--- config.mk ---
export PLATFORM = sky130hd
export DESIGN_NAME = alu_uart_ctrl_flat
export DESIGN_NICKNAME = d
export VERILOG_FILES = /design/src/rtl/alu_uart_ctrl_if.sv /design/src/rtl/alu_uart_ctrl.sv /design/src/flat_wrapper.sv
export SDC_FILE = /design/constraint.sdc
export NUM_CORES = 1
export LEC_CHECK = 0
export ABC_AREA = 1
export BUFFER_PORTS_ARGS = -buffer_cell sky130_fd_sc_hd__buf_2
export CORE_AREA = 8 8 107 109
export DETAILED_ROUTE_END_ITERATION = 16
export DIE_AREA = 0 0 115 117
export HOLD_SLACK_MARGIN = 0.05
export SLEW_MARGIN = 40
export SYNTH_ARGS = -nofsm -noshare
export SYNTH_HDL_FRONTEND = slang
export SYNTH_SLANG_ARGS = --single-unit
--- constraint.sdc ---
create_clock -name clk -period 1.5 [get_ports clk]
set_clock_uncertainty 0.2 [all_clocks]
set_input_delay 0.225 -clock clk [delete_from_list [all_inputs] [get_ports clk]]
set_output_delay 0.225 -clock clk [all_outputs]
set_load 0.03 [all_outputs]
--- src/rtl/alu_uart_ctrl_if.sv ---
// Bus bundle between the frame sequencer and its UART RX/TX and ALU neighbours.
// slave = sequencer side, master = environment side.
interface alu_uart_ctrl_if #(
  parameter int unsigned NB_DATA   = 8,
  parameter int unsigned NB_OPCODE = 6
);
  logic [NB_DATA-1:0]   rx_data;
  logic                 rx_done;
  logic                 tx_done;
  logic [NB_DATA-1:0]   alu_result;
  logic [NB_DATA-1:0]   dato_a;
  logic [NB_DATA-1:0]   dato_b;
  logic [NB_OPCODE-1:0] opcode;
  logic [NB_DATA-1:0]   tx_data;
  logic                 tx_start;
  logic                 busy;
  logic                 timeout_err;
  logic                 rx_overrun;

  modport slave (
    input  rx_data, rx_done, tx_done, alu_result,
    output dato_a, dato_b, opcode, tx_data, tx_start, busy, timeout_err, rx_overrun
  );

  modport master (
    output rx_data, rx_done, tx_done, alu_result,
    input  dato_a, dato_b, opcode, tx_data, tx_start, busy, timeout_err, rx_overrun
  );
endinterface

--- src/rtl/alu_uart_ctrl.sv ---
// Frame sequencer: collects A, B, opcode bytes from UART RX, drives the ALU,
// and hands the result to UART TX with an inter-byte timeout and overrun flag.
module alu_uart_ctrl #(
  parameter int unsigned NB_DATA        = 8,
  parameter int unsigned NB_OPCODE      = 6,
  parameter int unsigned TIMEOUT_CYCLES = 16,
  parameter int unsigned NB_TIMEOUT     = 20
) (
  input  logic            clk,
  input  logic            rst_n,
  alu_uart_ctrl_if.slave  bus
);

  localparam logic [NB_TIMEOUT-1:0] TO_LAST =
    NB_TIMEOUT'((TIMEOUT_CYCLES == 0) ? 0 : TIMEOUT_CYCLES - 1);
  localparam bit TO_EN = (TIMEOUT_CYCLES != 0);

  typedef enum logic [2:0] {
    WAIT_A, WAIT_B, WAIT_OP, EXEC, SEND, WAIT_TX
  } state_t;

  state_t                  r_state, w_state_next;
  logic [NB_TIMEOUT-1:0]   r_cnt, w_cnt_next;
  logic [NB_DATA-1:0]      r_dato_a, r_dato_b, r_tx_data;
  logic [NB_OPCODE-1:0]    r_opcode;
  logic                    r_tx_start, r_busy, r_timeout_err, r_rx_overrun;
  logic                    w_ld_a, w_ld_b, w_ld_op, w_ld_tx, w_timeout, w_overrun;
  logic                    w_to_hit;

  assign w_to_hit = TO_EN && (r_cnt == TO_LAST) && !bus.rx_done;

  // State and timeout counter registers
  always_ff @(posedge clk or negedge rst_n) begin
    if (!rst_n) begin
      r_state <= WAIT_A;
      r_cnt   <= '0;
    end else begin
      r_state <= w_state_next;
      r_cnt   <= w_cnt_next;
    end
  end

  // Next-state and load-enable decode
  always_comb begin
    w_state_next = r_state;
    w_cnt_next   = r_cnt;
    w_ld_a       = 1'b0;
    w_ld_b       = 1'b0;
    w_ld_op      = 1'b0;
    w_ld_tx      = 1'b0;
    w_timeout    = 1'b0;
    w_overrun    = 1'b0;
    case (r_state)
      WAIT_A: begin
        if (bus.rx_done) begin
          w_ld_a       = 1'b1;
          w_state_next = WAIT_B;
          w_cnt_next   = '0;
        end
      end
      WAIT_B, WAIT_OP: begin
        if (bus.rx_done) begin
          w_ld_b       = (r_state == WAIT_B);
          w_ld_op      = (r_state == WAIT_OP);
          w_state_next = (r_state == WAIT_B) ? WAIT_OP : EXEC;
          w_cnt_next   = '0;
        end else if (w_to_hit) begin
          w_timeout    = 1'b1;
          w_state_next = WAIT_A;
          w_cnt_next   = '0;
        end else begin
          w_cnt_next   = r_cnt + NB_TIMEOUT'(1);
        end
      end
      EXEC: begin
        w_ld_tx      = 1'b1;
        w_overrun    = bus.rx_done;
        w_state_next = SEND;
      end
      SEND: begin
        w_overrun    = bus.rx_done;
        w_state_next = WAIT_TX;
      end
      WAIT_TX: begin
        w_overrun = bus.rx_done;
        if (bus.tx_done) w_state_next = WAIT_A;
      end
      default: w_state_next = WAIT_A;
    endcase
  end

  // Datapath and registered status outputs
  always_ff @(posedge clk or negedge rst_n) begin
    if (!rst_n) begin
      r_dato_a      <= '0;
      r_dato_b      <= '0;
      r_opcode      <= '0;
      r_tx_data     <= '0;
      r_tx_start    <= 1'b0;
      r_busy        <= 1'b0;
      r_timeout_err <= 1'b0;
      r_rx_overrun  <= 1'b0;
    end else begin
      if (w_ld_a)  r_dato_a  <= bus.rx_data;
      if (w_ld_b)  r_dato_b  <= bus.rx_data;
      if (w_ld_op) r_opcode  <= bus.rx_data[NB_OPCODE-1:0];
      if (w_ld_tx) r_tx_data <= bus.alu_result;
      r_tx_start    <= (w_state_next == SEND);
      r_busy        <= (w_state_next != WAIT_A);
      r_timeout_err <= w_timeout;
      if (w_overrun) r_rx_overrun <= 1'b1;
    end
  end

  assign bus.dato_a      = r_dato_a;
  assign bus.dato_b      = r_dato_b;
  assign bus.opcode      = r_opcode;
  assign bus.tx_data     = r_tx_data;
  assign bus.tx_start    = r_tx_start;
  assign bus.busy        = r_busy;
  assign bus.timeout_err = r_timeout_err;
  assign bus.rx_overrun  = r_rx_overrun;

endmodule

--- src/flat_wrapper.sv ---
// flat-port wrapper written by rule: the top's interface ports become plain ports
module alu_uart_ctrl_flat 
#(
  parameter int unsigned NB_DATA        = 8,
  parameter int unsigned NB_OPCODE      = 6,
  parameter int unsigned TIMEOUT_CYCLES = 16,
  parameter int unsigned NB_TIMEOUT     = 20
)
  (clk, rst_n, bus_rx_data, bus_rx_done, bus_tx_done, bus_alu_result, bus_dato_a, bus_dato_b, bus_opcode, bus_tx_data, bus_tx_start, bus_busy, bus_timeout_err, bus_rx_overrun);
  alu_uart_ctrl_if #(.NB_DATA(NB_DATA), .NB_OPCODE(NB_OPCODE)) bus_i ();
  input  logic clk;
  input  logic rst_n;
  input wire logic [$bits(bus_i.rx_data)-1:0] bus_rx_data;
  input wire logic [$bits(bus_i.rx_done)-1:0] bus_rx_done;
  input wire logic [$bits(bus_i.tx_done)-1:0] bus_tx_done;
  input wire logic [$bits(bus_i.alu_result)-1:0] bus_alu_result;
  output wire logic [$bits(bus_i.dato_a)-1:0] bus_dato_a;
  output wire logic [$bits(bus_i.dato_b)-1:0] bus_dato_b;
  output wire logic [$bits(bus_i.opcode)-1:0] bus_opcode;
  output wire logic [$bits(bus_i.tx_data)-1:0] bus_tx_data;
  output wire logic [$bits(bus_i.tx_start)-1:0] bus_tx_start;
  output wire logic [$bits(bus_i.busy)-1:0] bus_busy;
  output wire logic [$bits(bus_i.timeout_err)-1:0] bus_timeout_err;
  output wire logic [$bits(bus_i.rx_overrun)-1:0] bus_rx_overrun;
  assign bus_i.rx_data = bus_rx_data;
  assign bus_i.rx_done = bus_rx_done;
  assign bus_i.tx_done = bus_tx_done;
  assign bus_i.alu_result = bus_alu_result;
  assign bus_dato_a = bus_i.dato_a;
  assign bus_dato_b = bus_i.dato_b;
  assign bus_opcode = bus_i.opcode;
  assign bus_tx_data = bus_i.tx_data;
  assign bus_tx_start = bus_i.tx_start;
  assign bus_busy = bus_i.busy;
  assign bus_timeout_err = bus_i.timeout_err;
  assign bus_rx_overrun = bus_i.rx_overrun;
  alu_uart_ctrl #(.NB_DATA(NB_DATA), .NB_OPCODE(NB_OPCODE), .TIMEOUT_CYCLES(TIMEOUT_CYCLES), .NB_TIMEOUT(NB_TIMEOUT)) u_core (.clk(clk), .rst_n(rst_n), .bus(bus_i));
endmodule
==> run_results.csv, run 1 <==
group,metric,value,unit
status,status,"complete, but fails checks",
status,violations,"negative setup slack",
setup_path,r2r_end,"u_core.r_cnt[11]",
synthesis,ys_seq_area_share,49.6,%
timing,rsz0062_at_grt,"yes",
floorplan,ios,54,
clocking,cts_max_level,3,
floorplan,die-area,0.0135,mm^2
timing,tns,-2.57,ns
min_path,whs_path_depth,4,
floorplan,core.rowCount,37,
floorplan,core,0.00991,mm^2
timing,tightest_slew,0.409,ns
synthesis,yosys.area.top_type,"dfrtp_1",
global_routing,grt_overflow,0,
setup_path,rrSetupSlack,-0.14,ns
global_routing,use_met1,14.5,%
final_layout,syn2layout_area_growth,52.7,%
final_layout,nNetsFinal,493,
timing,setup_violations,30,
synthesis,synth_top_area_share,49.6,%
setup_path,path_buf_inv,1,
setup_path,path_cells,"buf_4 -> nand2_2 -> nor2_4 -> nand2_2 -> nor2_4 -> xor2_1 -> o22ai_2",
setup_path,critPathTopFamily,"simple AND/OR/NAND/NOR gates",
pwr,combinationalPowerShare,47.2,%
pwr,total_power,7.57,mW
setup_path,cp-end-kind,"flop",
pwr,p_sw,3.22,mW
routing,vias,2651,
pwr,seqPwrFrac,30.8,%
global_routing,grt_max_degree,25,
global_routing,top_usage_layer,"met2",
pwr,max-vdd-ir-drop,0.00131,V
min_path,hold_start,"bus_rx_done",
synthesis,synth-seq-cells,57,
setup_path,arrival,1.66,ns
routing,avgViaCountPerCell,4.32,
setup_path,path_class,"reg2reg",
timing,fmax,611,MHz
setup_path,crit_path_max_fanout,5,
setup_path,crit_path_max_incr_delay,0.42,ns
synthesis,syn_inst,334,
routing,dr.pass1.iters,4,
final_layout,layout-drive-gt1-share,43.4,%
global_routing,grt_pass1_wl,13.0,mm
synthesis,synth_nets,355,
clocking,cts-root-buf,"clkbuf_8",
clocking,cts_made_buffers,9,
timing,fin_crit_sh,109,%
floorplan,die_h,117,um
synthesis,yosys_warnings,0,
routing,postRouteAntennaNets,0,
clocking,tritoncts,"done",
global_routing,use_met3,4.31,%
clocking,cts_sinks,57,
floorplan,start_util,29.0,%
global_routing,antenna_found_initial,0,
global_routing,grtUsageTotal,12.2,%
run,cap_violations,0,
setup_path,worstRegToRegCells,7,
routing,routed_wl,7.75,mm
global_routing,grt_pass1_vias,2712,
pwr,leakagePower,2.24,nW
floorplan,die_w,115,um
setup_path,crit_path_start_kind,"flop",
routing,drtIter0Drc,57,
timing,max_slew_margin,72.8,%
clocking,clk_latency,0.33,ns
synthesis,syn_area,0.00288,mm^2
final_layout,antenna_cells,0,
min_path,min_path_type,"in2reg",
setup_path,crit_cells,7,
min_path,whs_endpoint,"u_core.bus.opcode[2]",
clocking,path_clk_slew,0.07,ns
routing,wire_per_inst,12.6,um
timing,fin_ws,-0.137,ns
pwr,p_int,4.35,mW
synthesis,synth_area_per_cell,8.61,um^2
routing,drc_errors,0,
global_routing,use_met2,20.1,%
setup_path,r2r_start,"u_core.r_cnt[1]",
pwr,powerDensity,1720,mW/mm^2
timing,finalHoldViolations,0,
timing,min_period,1.64,ns
clocking,clock_path_buffers,2,
timing,drv_slew,0,
placed_design,io_buffers,53,
pwr,sw_frac_of_total,42.5,%
setup_path,critPathSlowestCell,"dfrtp_1",
setup_path,required,1.52,ns
pwr,p_clk_share,22.0,%
placed_design,dp_hpwl,5.55,mm
placed_design,gp_congestion,0.780,
synthesis,yosys-top-cells-area,"dfrtp_1 (50%), nand2_1 (15%), nand3_1 (4.0%), inv_1 (3.9%), nand2_2 (3.5%)",
synthesis,ys_types,30,
[metrics by stage]
stage	instance area (um^2)	std cells	util (%)	hold WS, ns	worst slack, ns
after floorplan	2910	334	-	-0.271	-0.0284
after global placement	3720	568	37.5	-0.0141	-0.0999
after detailed placement	3720	568	37.5	-0.0201	-0.152
after CTS	4260	607	43.0	0.171	-0.121
after global routing	4390	613	44.3	0.146	-0.202
final	4390	613	44.3	0.118	-0.137
[layout by cell type, fill, tap and decap left out, drive strengths merged, types with 2 or more instances in the layout]
cell type / n
a21o: 2
dlygate4sd3: 18
nand3b: 2
mux2: 8
inv: 35
o21ai: 9
o22ai: 7
buf: 110
clkinv: 3
nand4: 6
o21bai: 2
dfrtp: 57
clkbuf: 10
nand2: 133
clkinvlp: 3
nor2: 33
xor2: 6
nand3: 25
a21oi: 2
bufinv: 2
[worst reg2reg max path, stage by stage, from the launching register on]
cell     delay [ns]
dfrtp_1        0.42
buf_4          0.14
nand2_2        0.06
nor2_4         0.14
nand2_2        0.10
nor2_4         0.16
xor2_1         0.21
o22ai_2        0.10
[sequential cells by signal (all words and copies together), names as in the netlist]
signal and count:
u_core.r_cnt 20, u_core.bus.dato_a 8, u_core.bus.dato_b 8, u_core.bus.tx_data 8, u_core.bus.opcode 6, u_core.r_state 3
u_core.bus.busy 1, u_core.bus.rx_overrun 1, u_core.bus.timeout_err 1, u_core.bus.tx_start 1
[how the worst max path moves through the flow]
stage,end,startpoint
3_5_place_dp,u_core.r_cnt[10],u_core.r_cnt[0]
5_1_grt,u_core.r_cnt[18],u_core.r_cnt[1]
3_3_place_gp,u_core.r_cnt[15],u_core.r_cnt[0]
4_1_cts,u_core.r_cnt[18],u_core.r_cnt[0]
6_report,u_core.r_cnt[11],u_core.r_cnt[1]
2_1_floorplan,u_core.r_cnt[10],u_core.r_cnt[1]
[routing by layer]
metal | part of all wire, % | wire [um]
met1 | 45 | 3520
met5 | 0 | 0
met3 | 5.0 | 386
met4 | 1.1 | 87
met2 | 48 | 3760
[cell usage after synthesis (all sizes together)]
| library cell | count |
|---|---|
| a21o | 2 |
| a21oi | 2 |
| buf | 3 |
| clkinv | 1 |
| dfrtp | 57 |
| ha | 1 |
| inv | 35 |
| mux2 | 8 |
| nand2 | 133 |
| nand3 | 25 |
| nand3b | 2 |
| nand4 | 6 |
| nor2 | 32 |
| nor3 | 1 |
| o21ai | 9 |
| o21bai | 2 |
| o22ai | 7 |
| or2 | 1 |
| xnor2 | 1 |
| xor2 | 6 |
[final cells by class]
class	instances	area [um^2]
Timing Repair Buffer	128	937
Clock inverter	6	88.8
Multi-Input combinational cell	239	1460
Tap cell	136	170
Inverter	36	159
Timing Repair inverter	1	5.00
Clock buffer	10	138
Fill cell	986	5520
Sequential cell	57	1430
[cells by family after synthesis]
family	after synthesis	share of synthesized area, %
multiplexers	8	3.13
AND/OR/NAND/NOR	200	32.5
XOR/XNOR	7	2.13
flip-flops	57	49.6
buffers and inverters	39	5.83
adder cells (fa/ha/maj)	1	0.435
AO/OA/AOI/OAI	22	6.40
[timing repair]
action,in CTS,in global routing
resized for setup,30,24
hold endpoints to repair,88,0
hold buffers,18,0
setup endpoints to repair,42,52
gates cloned,1,1
setup buffers,4,5
pin swaps,15,10
[power groups by stage]
stage / registers (mW) / clock network [mW] / logic [mW]
after detailed placement: 2.34 / 0 / 3.17
after global placement: 2.34 / 0 / 3.13
after global routing: 2.39 / 1.78 / 3.85
final: 2.33 / 1.67 / 3.57
after CTS: 2.32 / 1.72 / 3.40
after floorplan: 3.15 / 0 / 1.26
(Power assumes the default switching activity.)
==> run 2, diff against run 1 <==
CORE_AREA = 8 8 123 96   (was 8 8 107 109)
DIE_AREA = 0 0 131 104   (was 0 0 115 117)
==> run 2 against run 1 <==
Effect of this change:
- the run still ends with negative setup slack left
- fmax is essentially flat
- register-to-register slack is essentially flat
- die area grew 1.3%
- final area grew 2.3%
- critical endpoint is now u_core.r_cnt[5]
- clock-buffer cell count grew 1
- non-clock buffer count grew 1
- sequential power is essentially flat
- power grew 8.8%
==> run_results.csv, run 2 (synthesis gave the netlist of run 1 again) <==
group,metric,value,unit
status,status,"complete, but fails checks",
status,violations,"negative setup slack",
final_layout,regArea,0.00143,mm^2
final_layout,largest_reg_flops,20,
timing,setup_violations,30,
setup_path,required,1.49,ns
routing,wire_per_inst,12.9,um
placed_design,place_ws,-0.139,ns
pwr,p_sw,3.25,mW
clocking,cts_max_level,3,
timing,fmax,610,MHz
placed_design,io_buffers,53,
floorplan,die-area,0.0136,mm^2
clocking,path_clk_slew,0.05,ns
final_layout,nNetsFinal,492,
clocking,cts_sinks,57,
timing,fin_crit_sh,109,%
timing,tns,-2.62,ns
floorplan,die_w,131,um
pwr,leakagePower,2.32,nW
setup_path,r2r_start,"u_core.r_cnt[1]",
global_routing,grt_overflow,0,
global_routing,grt_pass1_vias,2740,
final_layout,most-common-layout-cells,"nand2_1 (111), buf_2 (53), dfrtp_1 (53)",
final_layout,final_common_cell,"nand2_1",
setup_path,crit_path_max_fanout,6,
setup_path,critPathLaunch,"u_core.r_cnt[1]",
final_layout,nFillCells,933,
timing,min_period,1.64,ns
routing,avgViaCountPerCell,4.34,
global_routing,grtUsageTotal,12.2,%
timing,tightest_slew,0.288,ns
placed_design,gp_congestion,0.846,
setup_path,cp-end-kind,"flop",
pwr,sw_frac_of_total,39.4,%
timing,hold_slack,0.119,ns
timing,fin_ws,-0.138,ns
final_layout,regMostFlops,"u_core.r_cnt",
floorplan,ios,54,
clocking,cts-root-buf,"clkbuf_16",
clocking,cts_made_buffers,9,
clocking,tritoncts,"done",
timing,max_slew_margin,80.8,%
timing,drv_slew,0,
run,cap_violations,0,
timing,finalHoldViolations,0,
final_layout,layout-drive-gt1-share,43.9,%
routing,postRouteAntennaNets,0,
routing,drtIter0Drc,161,
final_layout,antenna_cells,0,
setup_path,crit_path_start_kind,"flop",
routing,dr.pass1.iters,4,
global_routing,grt_pass1_wl,13.2,mm
pwr,p_int,4.99,mW
routing,drc_errors,0,
min_path,min_path_type,"in2async",
setup_path,path_class,"reg2reg",
pwr,max-vdd-ir-drop,0.00104,V
clocking,clk_latency,0.33,ns
clocking,clock_path_buffers,2,
pwr,p_clk_share,29.0,%
pwr,seqPwrFrac,28.5,%
placed_design,dp_hpwl,5.61,mm
routing,routed_wl,7.89,mm
timing,rsz0062_at_grt,"yes",
floorplan,start_util,28.8,%
global_routing,antenna_found_initial,0,
floorplan,core.rowCount,32,
floorplan,die_h,104,um
setup_path,arrival,1.63,ns
pwr,powerDensity,1830,mW/mm^2
final_layout,multi_input_area,0.00146,mm^2
routing,vias,2658,
global_routing,grt_max_degree,25,
floorplan,core,0.00997,mm^2
final_layout,syn2layout_area_growth,56.1,%
pwr,combinationalPowerShare,42.5,%
-- run 2: changes by cell type in the layout (fill, tap and decap cells not counted), moves of 4 or more --
| cell | delta |
|---|---|
| buf_4 | +4 |
| nand3_2 | +4 |
| clkbuf_8 | -9 |
| clkbuf_16 | +9 |
-- run 2: through the flow --
stage	utilization (%)	power, mW	std cells	instance area [um^2]
finish	45.0	8.23	612	4490
global route	45.0	8.67	612	4490
CTS	44.3	8.21	610	4410
detailed placement	37.5	5.52	572	3740
global placement	37.5	5.48	572	3740
floorplan	-	4.41	334	2910
-- run 2: path summary, 6_finish.rpt --
path / end / slack, ns / cells past startpoint
hold reg to reg: u_core.bus.tx_data[7] / 0.28 / 2
max in group asynchronous: u_core.r_cnt[17] / 0.56 / 3
hold / removal: u_core.r_cnt[9] / 0.12 / 2
min in group clk: u_core.r_state[1] / 0.23 / 5
setup reg to reg: u_core.r_cnt[5] / -0.14 / 7
setup / recovery: u_core.r_cnt[5] / -0.14 / 7
-- run 2: power groups by stage --
stage | logic [mW] | clock network, mW | registers [mW]
6_report | 3.50 | 2.39 | 2.35
5_1_grt | 3.77 | 2.48 | 2.41
4_1_cts | 3.46 | 2.41 | 2.34
3_5_place_dp | 3.18 | 0 | 2.35
3_3_place_gp | 3.14 | 0 | 2.34
2_1_floorplan | 1.26 | 0 | 3.15
-- run 2: final cells by class --
type                       count  share of cell area [%]
timing repair buffer         129                    20.8
multi-input combinational    238                    32.4
clock buffer                  11                    5.41
inverter                      36                    3.40
clock inverter                 5                    2.31
sequential                    57                    31.9
tap                          136                    3.79
-- run 2: routing by layer --
layer  global-route usage, %  vias up  wire (um)
li1                        -     1337          -
met1                    16.4     1246       3880
met2                    18.3       67       3490
met3                    2.97        8        420
met4                    4.66        0         91
met5                       0        -          0
-- run 2: worst max-delay path: stages (launching register included) --
cell and delay (ns):
dfrtp_1 0.43, ha_4 0.17, nand3_4 0.13, nor2_4 0.13
nand3_2 0.10, nand2_4 0.12, buf_6 0.15, o22ai_2 0.07
-- run 2: timing repair --
action	in CTS	in global routing
buffers inserted	4	2
endpoints found under the hold margin	88	0
pin swaps	12	9
hold buffers	18	0
gates resized for setup	30	21
setup endpoints to repair	38	42
